--- src/rtl/fp2int_seq.sv ---
// Purpose: sequential IEEE-754 single to int32 converter with four rounding modes (bit-serial shifter).
// Latency: out_valid rises n+2 edges after accept, n = shift distance (0..26; 0 for special operands).
// Backpressure: result held in DONE until out_ready; in_ready is high only in IDLE, one op in flight.
//
// Ports:
//   clk, rst            clock, synchronous active-high reset
//   in_valid/in_ready   operand handshake; a (float bits) and rm (rounding mode) captured on accept
//   out_valid/out_ready result handshake; d (int32), invalid, inexact held stable while stalled
module fp2int_seq (
    input  logic        clk,
    input  logic        rst,
    input  logic        in_valid,
    output logic        in_ready,
    input  logic [31:0] a,
    input  logic [1:0]  rm,
    output logic        out_valid,
    input  logic        out_ready,
    output logic [31:0] d,
    output logic        invalid,
    output logic        inexact
);

    typedef enum logic [1:0] {IDLE, SHIFT, ROUND, DONE} state_t;

    state_t      state;
    logic [31:0] mag;        // magnitude being aligned; left shifts reach at most bit 30
    logic [4:0]  cnt;        // remaining shift steps
    logic        sign;
    logic [1:0]  rm_q;
    logic        dir_left;
    logic        guard;
    logic        sticky;
    logic        zero_exp;   // zero or denormal operand: always truncates to 0
    logic        special;    // result fixed at accept, ROUND only publishes it
    logic        spec_inv;
    logic [31:0] spec_val;

    // Operand decode, only consumed on the accepting edge.
    logic [7:0]  a_exp;
    logic [23:0] a_man;
    logic        a_nan;
    logic        a_big;
    logic        a_min;
    logic        a_left;
    logic [4:0]  a_cnt;

    always_comb begin
        a_exp  = a[30:23];
        a_man  = {|a_exp, a[22:0]};
        a_nan  = (a_exp == 8'hFF) && (a[22:0] != 23'd0);
        a_big  = (a_exp >= 8'd158);
        a_min  = (a == 32'hCF00_0000);
        a_left = (a_exp >= 8'd150);
        if (a_left)
            a_cnt = 5'(a_exp - 8'd150);
        else if (a_exp < 8'd124)
            a_cnt = 5'd26;            // everything already sits in guard/sticky after 26 steps
        else
            a_cnt = 5'(8'd150 - a_exp);
    end

    // Rounding increment; magnitude is at most 0x7FFFFF80 so +1 cannot overflow.
    logic        inc;
    logic [31:0] rnd_mag;

    always_comb begin
        case (rm_q)
            2'b00:   inc = guard & (sticky | mag[0]);
            2'b01:   inc = sign & (guard | sticky);
            2'b10:   inc = ~sign & (guard | sticky);
            default: inc = 1'b0;
        endcase
        if (zero_exp)
            inc = 1'b0;
        rnd_mag = mag + {31'd0, inc};
    end

    always_ff @(posedge clk) begin
        if (rst) begin
            state     <= IDLE;
            in_ready  <= 1'b1;
            out_valid <= 1'b0;
            d         <= 32'd0;
            invalid   <= 1'b0;
            inexact   <= 1'b0;
            mag       <= 32'd0;
            cnt       <= 5'd0;
            sign      <= 1'b0;
            rm_q      <= 2'b00;
            dir_left  <= 1'b0;
            guard     <= 1'b0;
            sticky    <= 1'b0;
            zero_exp  <= 1'b0;
            special   <= 1'b0;
            spec_inv  <= 1'b0;
            spec_val  <= 32'd0;
        end else begin
            case (state)
                IDLE: begin
                    if (in_valid && in_ready) begin
                        in_ready <= 1'b0;
                        sign     <= a[31];
                        rm_q     <= rm;
                        mag      <= {8'd0, a_man};
                        guard    <= 1'b0;
                        sticky   <= 1'b0;
                        zero_exp <= (a_exp == 8'd0);
                        dir_left <= a_left;
                        if (a_nan || (a_big && !a_min)) begin
                            special  <= 1'b1;
                            spec_inv <= 1'b1;
                            spec_val <= (a_nan || !a[31]) ? 32'h7FFF_FFFF : 32'h8000_0000;
                            cnt      <= 5'd0;
                            state    <= ROUND;
                        end else if (a_min) begin
                            // -2^31 is exactly representable
                            special  <= 1'b1;
                            spec_inv <= 1'b0;
                            spec_val <= 32'h8000_0000;
                            cnt      <= 5'd0;
                            state    <= ROUND;
                        end else begin
                            special  <= 1'b0;
                            spec_inv <= 1'b0;
                            spec_val <= 32'd0;
                            cnt      <= a_cnt;
                            state    <= (a_cnt == 5'd0) ? ROUND : SHIFT;
                        end
                    end
                end
                SHIFT: begin
                    if (dir_left) begin
                        mag <= {mag[30:0], 1'b0};
                    end else begin
                        mag    <= {1'b0, mag[31:1]};
                        guard  <= mag[0];
                        sticky <= sticky | guard;
                    end
                    cnt <= cnt - 5'd1;
                    if (cnt == 5'd1)
                        state <= ROUND;
                end
                ROUND: begin
                    if (special) begin
                        d       <= spec_val;
                        invalid <= spec_inv;
                        inexact <= 1'b0;
                    end else begin
                        d       <= sign ? -rnd_mag : rnd_mag;
                        invalid <= 1'b0;
                        inexact <= guard | sticky;
                    end
                    state <= DONE;
                end
                DONE: begin
                    // First DONE cycle lets the result settle; out_valid follows a cycle later.
                    if (out_valid && out_ready) begin
                        out_valid <= 1'b0;
                        in_ready  <= 1'b1;
                        state     <= IDLE;
                    end else begin
                        out_valid <= 1'b1;
                    end
                end
                default: state <= IDLE;
            endcase
        end
    end

endmodule

--- config.mk ---
export PLATFORM = sky130hd
export DESIGN_NAME = fp2int_seq
export DESIGN_NICKNAME = d
export VERILOG_FILES = /design/src/rtl/fp2int_seq.sv
export SDC_FILE = /design/constraint.sdc
export NUM_CORES = 1
export LEC_CHECK = 0
export BUFFER_PORTS_ARGS = -buffer_cell sky130_fd_sc_hd__clkbuf_2
export CORE_UTILIZATION = 45
export DETAILED_ROUTE_END_ITERATION = 8
export PLACE_DENSITY = 0.67
export SYNTH_ARGS = -nofsm -noshare
export SYNTH_HDL_FRONTEND = slang
export SYNTH_SLANG_ARGS = --single-unit
--- constraint.sdc ---
create_clock -name clk -period 4.3 [get_ports clk]
set_clock_uncertainty 0.2 [all_clocks]
set_input_delay 0 -clock clk [delete_from_list [all_inputs] [get_ports clk]]
set_output_delay 0 -clock clk [all_outputs]
set_load 0.05 [all_outputs]
==> impl_metrics.ini <==
[status]
status = complete, no violations

[global_route]
grt_use_total = 0.241
grt_max_degree = 62
grt_pass1_wl_mm = 27.6
grt.overflow.total = 0
grt_antenna_before_repair = 0
grt_pass1_vias = 5501

[setup_path]
slowest_delay_ps = 340
critical_path.top_delay_family = simple AND/OR/NAND/NOR gates
crit_top_cell = buf_4
cp-end-kind = register
cp.buffers_inverters = 4
crit_arrival_ps = 4030
cp_slowest_cell = dfxtp_2
crit_type = reg -> reg
crit_path_max_fanout = 9
crit_path_cell_trace = inv_1, ha_1, xor2_1, nand2_1, buf_4, a2111oi_2, ha_2, ha_2, nand4_2, buf_4, nor4_1, xor2_1, nor2_1, nand3_1, buf_4, o41ai_4, xnor2_1, o22ai_1
crit_required_ps = 4290
cp-start-kind = register

[route]
viasPerCell = 5.69
drc = 0
wl_met2_mm = 7.52
met1Wirelength_mm = 8.05
drt.antenna.violating_nets = 0
drt_first_pass_iters = 5
routed.top_layer = met4
vias = 6053
first_iter_violations = 419
drt_wl_total_mm = 16.6
post_drt_wl_per_cell_um = 15.6
wl_met3_um = 821

[floorplanning]
die_area_um2 = 14200
die_w_um = 119
core_area_um2 = 13300
num_rows = 42
initial_utilization = 0.464
pin_count = 74
die_h_um = 119

[run]
maxCapViolCount = 0

[pwr]
ir_worst_vdd_mv = 0.325
power_leakage_nw = 2.75
p_per_area_nw_per_um2 = 562
fin_total_pwr_w = 0.00412

[finish]
utilization = 0.552
fill_cells = 1265
antenna_cells = 0
seq_area_um2 = 1720
multi_input_area_um2 = 4140
drive_gt1_frac = 0.179
finalNetCount = 940
syn_to_final_growth_pct = 19.1

[synthesis]
syn_nets = 869
synth.ff_latch_count = 86
syn_avg_cell_area_um2 = 7.57
synth-async-reset-ratio = 0
synth.distinct_cells = 70
synth_top_area_share = 0.279
yosys_warnings = 0
seq_area_frac_synth = 0.279
synth_common_cells = 101 x nand2_1, 86 x dfxtp_1, 73 x a21oi_1
synth_edf_count = 0
yosysMostFrequentCell = nand2_1
synth_ff_type = dfxtp_1
synth_area_um2 = 6160
synth_top_area_cell = dfxtp_1
synth.area.top_cells = dfxtp_1 28%, nand2_1 6.2%, a21oi_1 5.9%, xnor2_1 4.3%, xor2_1 4.3%
synthCells = 814

[cts]
cts.sinks = 86
clk_pin_slew_ps = 60
htreeDepth = 3
cts_tree = built
cts_made_buffers = 9
root_buffer = clkbuf_16
clk-insertion-delay-late_ps = 350
clk_path_buf_depth = 2

[sta]
min_period_over_period = 0.939
setup_viol = 0
slew_violations = 0
grt_setup_unrepaired = no
fmax_mhz = 248
period_needed_ps = 4040
worst_slew_pin_slew_ps = 1020
timing.hold.ws_ps = 17.8
setup_tns_ps = 0
hold_violations = 0
maxSlewHeadroom = 0.320

[min_path]
hp-class = in -> reg

[place]
numPortBuffers = 73
dp_hpwl_mm = 11.7
finalWeightedCongestion = 0.864
==> logic make-up after synthesis <==
kind of cell	Yosys count	share of synthesized area
AO/OA/AOI/OAI	218	0.234
XOR/XNOR	60	0.0853
adder cells (fa/ha/maj)	17	0.0345
buffers and inverters	92	0.0619
flip-flops	86	0.279
multiplexers	31	0.0520
AND/OR/NAND/NOR	310	0.253
==> through the flow <==
stage	cell area (µm²)	std cells	setup WS, ps
after floorplan	6160	814	105
after global placement	6640	1015	108
after detailed placement	6640	1015	-107
after CTS	7260	1061	35.8
after global routing	7340	1064	24.4
final	7340	1064	261
==> cells in the final DEF, fill, tap and decap left out, types with 4 or more instances in the layout <==
| cell | count |
|---|---|
| mux2_2 | 8 |
| mux2i_1 | 23 |
| xnor2_1 | 29 |
| nor3_2 | 4 |
| ha_1 | 14 |
| a311oi_1 | 4 |
| o31ai_1 | 11 |
| a21oi_1 | 72 |
| buf_4 | 28 |
| inv_1 | 17 |
| nand2b_1 | 9 |
| dfxtp_1 | 84 |
| o21ai_0 | 24 |
| o211ai_1 | 28 |
| clkbuf_2 | 73 |
| nand3_1 | 37 |
| nor2_1 | 62 |
| a211oi_1 | 5 |
| and3_1 | 12 |
| nand4_1 | 12 |
| a31oi_1 | 11 |
| o211a_1 | 6 |
| clkbuf_16 | 9 |
| o22ai_1 | 21 |
| a21boi_0 | 4 |
| nand2_1 | 101 |
| nor3_1 | 22 |
| xor2_1 | 30 |
| and4_1 | 5 |
| or3_1 | 8 |
| dlygate4sd3_1 | 32 |
| nor4_1 | 12 |
==> power breakdown <==
part | switching, W | total, W | internal [W]
logic | 0.00131 | 0.00210 | 0.000787
registers | 0.000276 | 0.00124 | 0.000963
clock network | 0.000310 | 0.000786 | 0.000476
==> cell type report <==
class	instances	share of cell area
clock inverter	1	0.00409
sequential	86	0.235
multi-input combinational	636	0.564
tap	176	0.0300
inverter	19	0.00972
timing repair buffer	133	0.122
clock buffer	13	0.0355
==> metal layers <==
layer | up-vias | track usage
met5 | - | 0
met4 | 0 | 0.0641
met3 | 20 | 0.0474
met2 | 145 | 0.367
met1 | 2808 | 0.344
li1 | 3080 | -
==> worst reg2reg max path, cell delays in order (launching register included) <==
cell       delay, ps
dfxtp_2          340
inv_1             60
ha_1             200
xor2_1           140
nand2_1           90
buf_4            140
a2111oi_2        300
ha_2             240
ha_2             240
nand4_2          170
buf_4            220
nor4_1           230
xor2_1           160
nor2_1           270
nand3_1          110
buf_4            190
o41ai_4          330
xnor2_1          160
o22ai_1          100
==> sequential cells by signal, indices dropped and copies added, names as in the netlist <==
| name | flops |
|---|---|
| cnt | 5 |
| d | 32 |
| dir_left | 1 |
| guard | 1 |
| in_ready | 1 |
| inexact | 1 |
| invalid | 1 |
| mag | 32 |
| out_valid | 1 |
| rm_q | 2 |
| sign | 1 |
| spec_inv | 1 |
| spec_val | 2 |
| special | 1 |
| state | 2 |
| sticky | 1 |
| zero_exp | 1 |
==> path summary, 6_finish.rpt <==
check	from	endpoint	slack, ps	depth (start not counted)
hold / removal	a[27]	cnt[4]	20	4
setup / recovery	rm_q[0]	d[28]	260	18
hold reg to reg	d[1]	d[1]	270	2
setup reg to reg	rm_q[0]	d[28]	260	18
==> what timing repair did <==
action,CTS,global route
buffers inserted,0,3
endpoints found under the setup margin,11,21
resized for setup,4,12
hold buffers,32,0
hold endpoints to repair,32,0
pin swaps,0,6
Note: power is estimated with default switching activity, not from simulation.
